**src/rtl/regfile_sb.sv**
```systemverilog
// Byte-enabled register file with a per-register busy scoreboard.
// Reads are combinational with same-cycle writeback bypass; register 0 can be hardwired to zero.
module regfile_sb #(
  parameter int DATA_WIDTH = 32,
  parameter int NUM_REGS   = 32,
  parameter int ZERO_REG   = 1,
  localparam int ADDR_W    = $clog2(NUM_REGS),
  localparam int BE_W      = DATA_WIDTH / 8
) (
  input  logic                  clk,
  input  logic                  reset,
  input  logic [ADDR_W-1:0]     rs1,
  input  logic [ADDR_W-1:0]     rs2,
  output logic [DATA_WIDTH-1:0] read_data1,
  output logic [DATA_WIDTH-1:0] read_data2,
  output logic                  busy1,
  output logic                  busy2,
  input  logic                  we,
  input  logic [ADDR_W-1:0]     rd,
  input  logic [DATA_WIDTH-1:0] write_data,
  input  logic [BE_W-1:0]       byte_en,
  input  logic                  issue_valid,
  input  logic [ADDR_W-1:0]     issue_rd,
  output logic [ADDR_W:0]       busy_count
);

  localparam bit HARD_ZERO = (ZERO_REG != 0);
  localparam int CNT_W     = ADDR_W + 1;

  logic [DATA_WIDTH-1:0] regs_q [NUM_REGS];
  logic [DATA_WIDTH-1:0] regs_d [NUM_REGS];
  logic [NUM_REGS-1:0]   busy_q, busy_d;
  logic [CNT_W-1:0]      busy_count_q, busy_count_d;

  logic [DATA_WIDTH-1:0] merged;
  logic                  wr_ok, iss_ok, cnt_inc, cnt_dec;

  // Strobes without backpressure: we and issue_valid are accepted on every edge outside reset.
  assign wr_ok  = we && !(HARD_ZERO && rd == '0);
  assign iss_ok = issue_valid && !(HARD_ZERO && issue_rd == '0);

  always_comb begin
    merged = regs_q[rd];
    for (int k = 0; k < BE_W; k++) begin
      if (byte_en[k]) merged[8*k +: 8] = write_data[8*k +: 8];
    end
  end

  always_comb begin
    regs_d = regs_q;
    if (wr_ok) regs_d[rd] = merged;
  end

  // The issue is applied after the writeback clear so a same-register collision ends busy.
  always_comb begin
    busy_d = busy_q;
    if (wr_ok)  busy_d[rd]       = 1'b0;
    if (iss_ok) busy_d[issue_rd] = 1'b1;
  end

  // Count tracks set/clear transitions of the busy bits, so it can never pass the number of usable registers.
  always_comb begin
    cnt_inc      = iss_ok && !busy_q[issue_rd];
    cnt_dec      = wr_ok && busy_q[rd] && !(iss_ok && issue_rd == rd);
    busy_count_d = busy_count_q + CNT_W'(cnt_inc) - CNT_W'(cnt_dec);
  end

  always_ff @(posedge clk or posedge reset) begin
    if (reset) begin
      for (int i = 0; i < NUM_REGS; i++) regs_q[i] <= '0;
      busy_q       <= '0;
      busy_count_q <= '0;
    end else begin
      regs_q       <= regs_d;
      busy_q       <= busy_d;
      busy_count_q <= busy_count_d;
    end
  end

  always_comb begin
    read_data1 = (wr_ok && rs1 == rd) ? merged : regs_q[rs1];
    read_data2 = (wr_ok && rs2 == rd) ? merged : regs_q[rs2];
    if (reset || (HARD_ZERO && rs1 == '0)) read_data1 = '0;
    if (reset || (HARD_ZERO && rs2 == '0)) read_data2 = '0;
    busy1 = !reset && busy_q[rs1] && !(we && rd == rs1);
    busy2 = !reset && busy_q[rs2] && !(we && rd == rs2);
  end

  assign busy_count = busy_count_q;

endmodule

```
**config.mk**
```make
export PLATFORM = sky130hd
export DESIGN_NAME = regfile_sb
export DESIGN_NICKNAME = d
export VERILOG_FILES = /design/src/rtl/regfile_sb.sv
export SDC_FILE = /design/constraint.sdc
export NUM_CORES = 2
export LEC_CHECK = 0
export ABC_CLOCK_PERIOD_IN_PS = 37600
export CELL_PAD_IN_SITES_DETAIL_PLACEMENT = 0
export CELL_PAD_IN_SITES_GLOBAL_PLACEMENT = 2
export CORE_ASPECT_RATIO = 0.6
export CORE_MARGIN = 5
export CORE_UTILIZATION = 43
export DETAILED_ROUTE_END_ITERATION = 10
export PLACE_DENSITY = 0.85
export SYNTH_ARGS = -nofsm -noshare
export SYNTH_HDL_FRONTEND = slang
export SYNTH_SLANG_ARGS = --single-unit
export TNS_END_PERCENT = 5
```
**constraint.sdc**
```tcl
create_clock -name clk -period 37.6 [get_ports clk]
set_clock_uncertainty 0.05 [all_clocks]
set_input_delay 3.76 -clock clk [delete_from_list [all_inputs] [get_ports clk]]
set_output_delay 3.76 -clock clk [all_outputs]
set_load 0.1 [all_outputs]
```
Yosys cells after proc, flatten, opt, wreduce, memory -nomap -nowiden
Index checks and enable logic that the tools add are counted.

word-level totals
  register bits after elaboration = 1062
  input bits = 60
  logic and storage cells = 121

cells by class
  eq/ne operators = 5
  bitwise operators = 6
  order comparisons = 10
  mux-type cells = 34
  reduce and logical (&&, ||, !) cells = 30
  add/sub/neg operators = 2

operators with widths
  operator            count
  $bwmux 1024         1
  $bmux 32 s5         3
  $mux 32             13
  $demux 32 s5        1
  $and 32x32->32      1
  $mux 8              4
  $not 32->32         1
  $or 32x32->32       1
  $eq 5x5->1          5
  $lt 5x6->1 const B  4
  $bmux 1 s5          4
  $logic_not 5->1     4
  $ge 6x6->1 const B  3
  $not 5->6           3
  $logic_and 1x1->1   17
  $demux 1 s5         2
  $ge 5x1->1 const B  2
  $logic_not 1->1     7
  $add 6x1->6         1
  $lt 6x1->1 const B  1
  $mux 1              6
  $sub 6x1->6         1
  $logic_or 1x1->1    2

Depth between registers and ports, before layout
  depth in word-level cells = 9
  depth in mapped cells = 20

Worst setup path after synthesis
No wires, ideal clock.

  kind = input-to-output
  from = in reset
  to = out read_data2[16]
  buffers on the path = 0
  cell stages on the path = 4
  slack = 1.687 ns
  arrival = 32.103 ns
  path through = inv_1 -> o41ai_1 -> or2_2 -> o32ai_1

between the ends
  word-level cells in the longest chain between the ends = 2

ends and longest elaborated chain
  what                line  RTL
  start: declaration  11    input logic reset,
  $logic_or 1x1->1    84    if (reset || (HARD_ZERO && rs2 == '0)) read_data2 = '0;
  $mux 32             84
  end: declaration    15    output logic [DATA_WIDTH-1:0] read_data2,

Every way passes these cells.

Final worst setup path
  from = in rs2[0]
  to = out read_data2[11]

between the ends
  word-level cells in the longest chain between the ends = 6
  elaborated cells between the ends (all ways) = 10
  classes of those cells = 1 x eq/ne; 5 x mux; 1 x bitwise; 3 x reduce/logical

ends and longest elaborated chain
  what                                         line  RTL
  start: declaration                           13    input logic [ADDR_W-1:0] rs2,
  $not 5->6 (implied by the code)              82    read_data2 = (wr_ok && rs2 == rd) ? merged : regs_q[rs2];
  $bmux 32 s5                                  82
  $mux 32 (implied by the code) (2 in series)  82
  $mux 32                                      82
  $mux 32 *                                    84

Mark *: on every way between the ends. The rest lies on a longest branch, timed or not. The select of a mux whose other input is x is not followed.

==> results.md <==
* Setup violators final at 0
* Top post-synthesis cells by count: dfrtp_1, nand2_1, o21ai_0
* Synthesized area at 64100 um2
* Final period util at 35.7%
* Seq pwr share at 42.6%
* Clock Tree Buf Depth at 3
* Period minus WS final at 13430 ps
* Vias in the first global route at 49244
* First-pass GRT wire length at 387000 um
* CP required at 33790 ps
* CTS H-tree lvls at 3
* RePlAce Congestion at 0.904
* Total power at 3.79 mW
* Synth Flop Type: dfrtp_1
* Vias/cell at 6.97
* Worst R2R Path Depth at 13
* Fillcell total at 13206
* CTS Sinks at 1062
* Gr ovfl total at 0
* Buf/Inv on CP at 5
* HP Class: reg -> reg
* Clock Latency Late Sink at 760 ps
* Synthesized flop and latch total at 1062
* Critical-path cell list: buf_8 > buf_12 > buf_4 > buf_4 > mux4_2 > mux4_2 > o211ai_1 > o21ai_0 > clkdlybuf4s50_1
* Die area at 157000 um2
* Yosys top cell area share at 41.5%
* Post-synth ARST share at 100%
* IO Pins at 132
* Yosys cell types at 69
* Synth top area cells: dfrtp_1, mux4_2, o21ai_0
* CTS Root Cell: clkbuf_16
* Initial antenna violation count at 9
* Antenna Nets Post-Route at 0
* LEAKAGE at 29.6 nW
* Row count at 109
* Postcts setup bufs at 0
* Max incr delay on CP at 1100 ps
* Startpoint class of the critical path: input pin
* Number of synthesized flops with an enable pin at 0
* Switching power at 1.30 mW
* YS warnings at 0
* Pint at 2.49 mW
* Sum Neg Setup Slack at 0 ps
* Status: complete, no violations
* RSZ-0062 raised after global routing: no
* MaxCap Viol Count at 0
* Area of the multi-input gates at 35300 um2
* Slew HR at 18.4%
* Num CTS Buffers at 108
* Vias at 52044
* R2R Setup Slk at 34120 ps
* Tot GR Track Use at 34.5%
* Starting Density at 43.4%
* Slowest CP cell: clkdlybuf4s50_1
* Register Area at 26600 um2
* Seq/Total Area, Yosys at 41.5%
* Max FO, Critical Path at 83
* Synth Instances at 5574
* CP delay by family, top: buffers and inverters
* Final net count at 5441
* Clk pwr share at 30.6%
* Cts hold-fix bufs at 0
* Worst-Margin Slew at 1220 ps
* WL final at 274000 um
* Starting DRT DRC Count at 8408
* Comb power frac at 26.9%
* Avg Cell Area, Syn at 11.5 um2
* Final Util at 48.0%
* CTS tree: done
* Hold Vio Cnt, Final at 0
* Die extent in y at 309 um
* Worst path depth at 9
* Per-cell routed wire length at 36.7 um
* Post_cts resized at 0
* Setup crit end kind: primary output
* DRT Pass-1 Iters at 6
* Clock-pin slew on the worst setup and hold paths at 70 ps
* Share of layout cells above drive strength 1 at 24.7%
* FMAX at 74.5 MHz
* Port Buf Inserts at 131
* Peak supply drop at 38.6 uV
* Final Max Tran Viols at 0
* Kind of critical path: in -> out
* Area Overhead vs Synth at 10.6%
* Dpl hpwl at 167000 um
* Switching part of the total at 34.3%
* Most instantiated library cell after synthesis: dfrtp_1
* Largest net degree at the start of global routing at 163
* DRC at 0
* Worst hold path depth at 0
* Core Area at 148000 um2
* Post-Syn Nets at 5641
* Crit path DAT at 9620 ps
* PwrDens at 53.4 nW/um2
* Synth area leader: dfrtp_1
* Die span in x at 508 um
## layout make-up
cell class / count / area share, %
antenna: 4 / 0.0141
clock buffer: 156 / 4.47
clock inverter: 42 / 0.726
inverter: 22 / 0.129
multi-input combinational: 3874 / 49.8
sequential: 1062 / 37.5
tap: 1998 / 3.53
timing repair buffer: 306 / 3.85
## layout by cell type (no fill, tap or decap), drive strengths merged, types with 23 or more instances in the layout
master | synthesis | final
a22oi | 137 | 137
mux4 | 697 | 697
clkbuf | 398 | 156
clkdlybuf4s50 | 0 | 117
a22o | 25 | 25
clkinv | 4 | 26
nand3 | 46 | 46
a211oi | 25 | 25
o22ai | 110 | 110
o21ai | 902 | 902
nor2 | 78 | 78
a21oi | 44 | 44
mux2i | 356 | 356
mux2 | 192 | 192
inv | 18 | 23
nand2 | 976 | 976
nor2b | 25 | 25
buf | 218 | 189
dfrtp | 1062 | 1062
## flip-flops by register name, indices dropped and copies added, names as in the netlist
register	count
busy_q	32
regs_q	1024
busy_count	6
## metal layers
| layer | global-route usage [%] | vias to the layer above | part of all wire, % |
|---|---|---|---|
| met5 | 0.709 | - | 0.081 |
| met2 | 45.6 | 4058 | 40 |
| met1 | 48.9 | 26471 | 40 |
| met4 | 16.6 | 16 | 5.8 |
| met3 | 13.9 | 825 | 15 |
| li1 | - | 20674 | - |
## stage by stage
stage | std cells | hold WS (ps) | worst slack, ps | instance area, um2
after floorplan | 5574 | 408 | 1690 | 64100
after global placement | 7262 | 346 | 23950 | 67100
after detailed placement | 7262 | 353 | 23970 | 67100
after CTS | 7460 | 369 | 23970 | 70800
after global routing | 7460 | 383 | 23760 | 70800
final | 7464 | 369 | 24170 | 70800
## final timing paths
kind / from / end
max: rs2[0] / read_data2[11]
min: regs_q[1019]$_DFFE_PP0P_ / regs_q[1019]$_DFFE_PP0P_
max reg2reg: busy_q[12]$_DFF_PP0_ / busy_count[5]$_DFF_PP0_
min reg2reg: regs_q[1019]$_DFFE_PP0P_ / regs_q[1019]$_DFFE_PP0P_
max in group asynchronous: reset / regs_q[1005]$_DFFE_PP0P_
min in group asynchronous: reset / regs_q[57]$_DFFE_PP0P_
## power by group through the flow
| stage | Combinational [mW] | Clock [mW] | Sequential (mW) |
|---|---|---|---|
| 6_report | 1.02 | 1.16 | 1.61 |
| 2_1_floorplan | 0.729 | 0 | 1.55 |
| 5_1_grt | 1.08 | 1.21 | 1.63 |
| 3_3_place_gp | 0.979 | 0 | 1.60 |
| 3_5_place_dp | 0.997 | 0 | 1.61 |
| 4_1_cts | 1.00 | 1.17 | 1.59 |
## kinds of logic after synthesis
family	after synthesis	share of synthesized area, %
buffers and inverters	638	4.30
AOI/OAI and AO/OA	1356	12.3
and+or+nand+nor	1246	8.08
muxes	1245	33.4
DFF	1062	41.5
xor gates and xnor gates	20	0.273
adders and majority gates	7	0.148
## worst register-to-register path: cells and delay by family (launching register included)
kind | cells | cell delay [ps]
flops | 1 | 410
fa+ha+maj | 2 | 560
simple gates | 2 | 1030
compound gates | 6 | 860
buf+inv | 1 | 70
mux | 1 | 300
xor+xnor | 1 | 130
Power figures use the tool's default switching activity.
